`config.mk`:
```
export PLATFORM = sky130hd
export DESIGN_NAME = fifo_reader_flat
export DESIGN_NICKNAME = d
export VERILOG_FILES = /design/src/rtl/fifo_reader_if.sv /design/src/rtl/fifo_reader.sv /design/src/flat_wrapper.sv
export SDC_FILE = /design/constraint.sdc
export NUM_CORES = 1
export LEC_CHECK = 0
export ABC_AREA = 1
export BUFFER_PORTS_ARGS = -buffer_cell sky130_fd_sc_hd__buf_2
export CAP_MARGIN = 20
export CORE_MARGIN = 3
export CORE_UTILIZATION = 39
export CTS_CLUSTER_SIZE = 24
export DETAILED_ROUTE_END_ITERATION = 16
export SLEW_MARGIN = 20
export SYNTH_ARGS = -nofsm -noshare
export SYNTH_HDL_FRONTEND = slang
export SYNTH_SLANG_ARGS = --single-unit
```
`constraint.sdc`:
```
create_clock -name clk -period 3.6 [get_ports clk]
set_input_delay 0.18 -clock clk [delete_from_list [all_inputs] [get_ports clk]]
set_output_delay 0.18 -clock clk [all_outputs]
set_load 0.05 [all_outputs]
```
`src/rtl/fifo_reader_if.sv`:
```
// Handshake bundle between fifo_reader, the FIFO it drains and the downstream sink.
// The master side drives requests and FIFO status; slave is the reader itself.
interface fifo_reader_if #(
  parameter int W  = 4,
  parameter int LW = 5
);
  logic          start;
  logic [LW-1:0] burst_len;
  logic          abort;
  logic [W-1:0]  fifo_d_out;
  logic          fifo_empty;
  logic          fifo_pop;
  logic [W-1:0]  out_data;
  logic          out_valid;
  logic          out_ready;
  logic          busy;
  logic          done;
  logic          timeout;
  logic [LW-1:0] words_left;

  modport master (
    output start, burst_len, abort, fifo_d_out, fifo_empty, out_ready,
    input  fifo_pop, out_data, out_valid, busy, done, timeout, words_left
  );

  modport slave (
    input  start, burst_len, abort, fifo_d_out, fifo_empty, out_ready,
    output fifo_pop, out_data, out_valid, busy, done, timeout, words_left
  );
endinterface

```
`src/rtl/fifo_reader.sv`:
```
// Burst reader: pops up to burst_len words from a fall-through FIFO into a
// one-word registered output stage, with abort and empty-FIFO timeout.
//
// state | meaning
// IDLE  | waiting for start
// RUN   | popping words while FIFO and sink allow
// DRAIN | all words popped (or timed out); waiting for the last word to leave
// DONE  | one-cycle done pulse, then back to IDLE
module fifo_reader #(
  parameter int W   = 4,
  parameter int LW  = 5,
  parameter int TMO = 16
) (
  input  logic        clk,
  input  logic        reset,
  fifo_reader_if.slave bus
);

  typedef enum logic [1:0] {
    IDLE  = 2'd0,
    RUN   = 2'd1,
    DRAIN = 2'd2,
    DONE  = 2'd3
  } state_t;

  state_t        state, state_nxt;
  logic [W-1:0]  out_data_q;
  logic          out_valid_q;
  logic [LW-1:0] words_left_q;
  logic          timeout_q;
  logic [7:0]    empty_cnt;

  logic pop;
  logic handshake;
  logic abort_act;
  logic tmo_hit;

  assign handshake = out_valid_q & bus.out_ready;
  assign pop       = (state == RUN) & ~bus.fifo_empty & ~bus.abort
                     & (~out_valid_q | bus.out_ready);
  assign abort_act = bus.abort & ((state == RUN) | (state == DRAIN));
  // Counter holds TMO-1 on the empty cycle that completes the timeout window.
  assign tmo_hit   = (state == RUN) & bus.fifo_empty & ~bus.abort
                     & (empty_cnt == 8'(TMO - 1));

  always_ff @(posedge clk or posedge reset) begin
    if (reset) state <= IDLE;
    else       state <= state_nxt;
  end

  always_comb begin
    state_nxt = state;
    case (state)
      IDLE: begin
        if (bus.start) state_nxt = (bus.burst_len != '0) ? RUN : DONE;
      end
      RUN: begin
        if (bus.abort)                              state_nxt = DONE;
        else if (pop && words_left_q == LW'(1))     state_nxt = DRAIN;
        else if (tmo_hit)                           state_nxt = DRAIN;
      end
      DRAIN: begin
        if (bus.abort || !out_valid_q || handshake) state_nxt = DONE;
      end
      DONE:    state_nxt = IDLE;
      default: state_nxt = IDLE;
    endcase
  end

  always_ff @(posedge clk or posedge reset) begin
    if (reset) begin
      out_data_q   <= '0;
      out_valid_q  <= 1'b0;
      words_left_q <= '0;
      timeout_q    <= 1'b0;
      empty_cnt    <= '0;
    end else begin
      if (state == IDLE && bus.start) begin
        words_left_q <= bus.burst_len;
        timeout_q    <= 1'b0;
        empty_cnt    <= '0;
      end

      // Pops only happen in RUN, where words_left is at least 1, so no wrap.
      if (abort_act) begin
        out_valid_q <= 1'b0;
      end else if (pop) begin
        out_data_q   <= bus.fifo_d_out;
        out_valid_q  <= 1'b1;
        words_left_q <= words_left_q - LW'(1);
      end else if (handshake) begin
        out_valid_q <= 1'b0;
      end

      if (state == RUN) begin
        if (pop)
          empty_cnt <= '0;
        else if (bus.fifo_empty && empty_cnt != 8'hFF)
          empty_cnt <= empty_cnt + 8'd1;
      end

      if (tmo_hit) timeout_q <= 1'b1;
    end
  end

  assign bus.fifo_pop   = pop;
  assign bus.out_data   = out_data_q;
  assign bus.out_valid  = out_valid_q;
  assign bus.busy       = (state != IDLE);
  assign bus.done       = (state == DONE);
  assign bus.timeout    = timeout_q;
  assign bus.words_left = words_left_q;

endmodule

```
`src/flat_wrapper.sv`:
```
// flat-port wrapper written by rule: the top's interface ports become plain ports
module fifo_reader_flat 
#(
  parameter int W   = 4,
  parameter int LW  = 5,
  parameter int TMO = 16
)
  (clk, reset, bus_start, bus_burst_len, bus_abort, bus_fifo_d_out, bus_fifo_empty, bus_out_ready, bus_fifo_pop, bus_out_data, bus_out_valid, bus_busy, bus_done, bus_timeout, bus_words_left);
  fifo_reader_if #(.W(W), .LW(LW)) bus_i ();
  input  logic clk;
  input  logic reset;
  input wire logic [$bits(bus_i.start)-1:0] bus_start;
  input wire logic [$bits(bus_i.burst_len)-1:0] bus_burst_len;
  input wire logic [$bits(bus_i.abort)-1:0] bus_abort;
  input wire logic [$bits(bus_i.fifo_d_out)-1:0] bus_fifo_d_out;
  input wire logic [$bits(bus_i.fifo_empty)-1:0] bus_fifo_empty;
  input wire logic [$bits(bus_i.out_ready)-1:0] bus_out_ready;
  output wire logic [$bits(bus_i.fifo_pop)-1:0] bus_fifo_pop;
  output wire logic [$bits(bus_i.out_data)-1:0] bus_out_data;
  output wire logic [$bits(bus_i.out_valid)-1:0] bus_out_valid;
  output wire logic [$bits(bus_i.busy)-1:0] bus_busy;
  output wire logic [$bits(bus_i.done)-1:0] bus_done;
  output wire logic [$bits(bus_i.timeout)-1:0] bus_timeout;
  output wire logic [$bits(bus_i.words_left)-1:0] bus_words_left;
  assign bus_i.start = bus_start;
  assign bus_i.burst_len = bus_burst_len;
  assign bus_i.abort = bus_abort;
  assign bus_i.fifo_d_out = bus_fifo_d_out;
  assign bus_i.fifo_empty = bus_fifo_empty;
  assign bus_i.out_ready = bus_out_ready;
  assign bus_fifo_pop = bus_i.fifo_pop;
  assign bus_out_data = bus_i.out_data;
  assign bus_out_valid = bus_i.out_valid;
  assign bus_busy = bus_i.busy;
  assign bus_done = bus_i.done;
  assign bus_timeout = bus_i.timeout;
  assign bus_words_left = bus_i.words_left;
  fifo_reader #(.W(W), .LW(LW), .TMO(TMO)) u_core (.clk(clk), .reset(reset), .bus(bus_i));
endmodule
```
==> results.json <==
{
  "synth-adder-area-share_pct": 6.97,
  "leakage_nw": 0.892,
  "setup_viol": 0,
  "start_util_pct": 41.7,
  "ys_ff_latch": 21,
  "syn_nets": 220,
  "post_cts_resize_count": 0,
  "finalCritPeriodShare_pct": 53.0,
  "ys_types": 26,
  "top_usage_layer": "met2",
  "io_pins": 29,
  "ys_seq_area_share_pct": 36.6,
  "arrival_ns": 1.73,
  "tns_ns": 0,
  "grt_max_degree": 23,
  "numCtsBuffers": 3,
  "nets": 249,
  "cts_root_buf": "clkbuf_8",
  "drive_gt1_share_pct": 22.2,
  "yosys.area_share.simple_pct": 33.0,
  "status": "finished clean",
  "cp_max_fo": 8,
  "final_cell_mix": "64 x nand2_1, 29 x inv_1, 28 x buf_2",
  "hold_viol": 0,
  "maxSlewViolCount": 0,
  "whs_ns": 0.0641,
  "synth_top_family_by_area": "simple AND/OR/NAND/NOR gates",
  "first_pass_iters": 4,
  "drc_errors": 0,
  "row_count": 21,
  "dieArea_um2": 4440,
  "synthXorXnorAreaFrac_pct": 1.83,
  "required_ns": 3.42,
  "clk_latency_ns": 0.27,
  "post-synth-top-area-fraction_pct": 36.6,
  "crit_path_start": "u_core.state[1]$_DFFE_PP0P_",
  "maxCapViolations": 0,
  "yosysWarnings": 0,
  "detail_route.wl_per_cell_um": 11.1,
  "place_area_um2": 1600,
  "syn_area_per_cell_um2": 7.28,
  "antenna_found_initial": 0,
  "synthArstFlopShare_pct": 100,
  "min_path_type": "primary input to async pin",
  "antenna_left": 0,
  "timing.fmax_ghz": 0.524,
  "syn_to_final_growth_pct": 14.6,
  "clkSinkCount": 21,
  "crit_path_start_kind": "register",
  "use_met3_pct": 2.19,
  "syn_inst": 197,
  "yosysTopAreaCell": "dfrtp_1",
  "layout_commonest_cell": "nand2_1",
  "fp.dieW_um": 66.7,
  "synth_edf_count": 0,
  "wirelength_um": 3000,
  "holdBufCountCts": 0,
  "netlist_area_um2": 1440,
  "clockBufferDepth": 2,
  "grt_pass1_wl_um": 5230,
  "grt_util_met1_pct": 20.4,
  "hpwl_um": 2290,
  "synth_compound_area_share_pct": 11.1,
  "worstReg2RegStart": "u_core.state[1]$_DFFE_PP0P_",
  "power_mw": 1.38,
  "path_clk_slew_ns": 0.09,
  "synth_ff_type": "dfrtp_1",
  "grt_pass1_vias": 1203,
  "crit_type": "register to output port",
  "io_buffers": 28,
  "skew_ns": 0.00965,
  "post_cts_buffers": 0,
  "gr-total-overflow": 0,
  "irDropWorstVdd_mv": 0.418,
  "tritoncts": "yes",
  "end_kind": "output port",
  "worst_slack_ns": 1.69,
  "antenna_cells": 0,
  "post_drt_via_cell_ratio": 4.68,
  "cts.htree.levels": 1,
  "grtUsageTotal_pct": 15.2,
  "synth_area_leaders": "dfrtp_1 37%, nand2_1 17%, inv_1 7.6%",
  "die_h_um": 66.7,
  "tightest_slew_ns": 0.825,
  "slew_headroom_pct": 44.9,
  "drt_iter0_markers": 43,
  "grtUsageMet2_pct": 25.5,
  "gp_congestion": 0.779,
  "final_area_um2": 1640,
  "layout_min_cycle_time_ns": 1.91,
  "rsz0062_at_grt": "false",
  "vias": 1269,
  "coreArea_um2": 3440,
  "pre_cts_ws_ns": 1.86,
  "synth_mux_area_share_pct": 0,
  "p_per_area_nw_per_um2": 838
}
[cells in the mapped netlist, types with 2 or more instances]
cell / number
nor2_4: 2
nand2_1: 64
xor2_1: 2
nand3_1: 9
ha_1: 8
o211ai_1: 2
nor2_1: 20
buf_6: 3
a21oi_1: 3
o21ai_1: 2
o21ai_2: 8
inv_1: 29
nor3_1: 2
nand3_2: 2
dfrtp_1: 21
nor2_2: 2
o21ai_0: 7
nand4_1: 3
[kinds of logic (layout without fill, tap and decap cells)]
logic type | after synthesis | after routing
buffers and inverters | 34 | 62
adder cells (fa/ha/maj) | 8 | 8
XOR/XNOR | 3 | 3
AND/OR/NAND/NOR | 107 | 107
AO/OA/AOI/OAI | 24 | 24
flip-flops | 21 | 21
[flip-flops by register name, indices dropped and copies added (netlist names)]
signal / count
u_core.bus.out_data: 4
u_core.bus.timeout: 1
u_core.bus.words_left: 5
u_core.bus.out_valid: 1
u_core.state: 2
u_core.empty_cnt: 8
[worst max-delay path, cell delays in order (launching register included)]
cell	delay, ns
dfrtp_1	0.42
inv_1	0.13
ha_1	0.30
nand3_2	0.12
nor2_4	0.19
buf_2	0.30
[routing by layer]
metal	wire (um)	vias to the layer above
li1	-	671
met1	1490	564
met2	1350	30
met3	128	4
met4	27	0
met5	0	-
[power by group]
part / switching [mW] / leakage, nW / internal [mW]
combinational: 0.552 / 0.602 / 0.236
sequential: 0.0976 / 0.268 / 0.331
clock: 0.0837 / 0.0217 / 0.0782
total: 0.733 / 0.892 / 0.645
[worst paths after layout]
path	endpoint	slack [ns]	depth (start not counted)
setup / recovery	bus_fifo_pop	1.69	5
hold / removal	u_core.bus.out_data[0]$_DFFE_PP0P_	0.06	2
hold reg to reg	u_core.bus.out_data[3]$_DFFE_PP0P_	0.47	2
setup reg to reg	u_core.empty_cnt[7]$_DFF_PP0_	1.85	9
max in group asynchronous	u_core.bus.out_data[1]$_DFFE_PP0P_	3.02	2
min in group clk	u_core.bus.out_data[0]$_DFFE_PP0P_	0.11	3
[cell type report]
| type | count | area (um2) |
|---|---|---|
| sequential | 21 | 526 |
| inverter | 30 | 113 |
| timing repair buffer | 28 | 140 |
| clock inverter | 1 | 7.51 |
| clock buffer | 3 | 41.3 |
| multi-input combinational | 142 | 759 |
| tap | 46 | 57.6 |
| fill | 359 | 1800 |
[per-stage QoR]
stage,utilization (%),std cells
final,47.8,271
after global placement,46.3,267
after global routing,47.8,271
after detailed placement,46.3,267
after floorplan,-,197
after CTS,47.8,271
(Power assumes the default switching activity.)
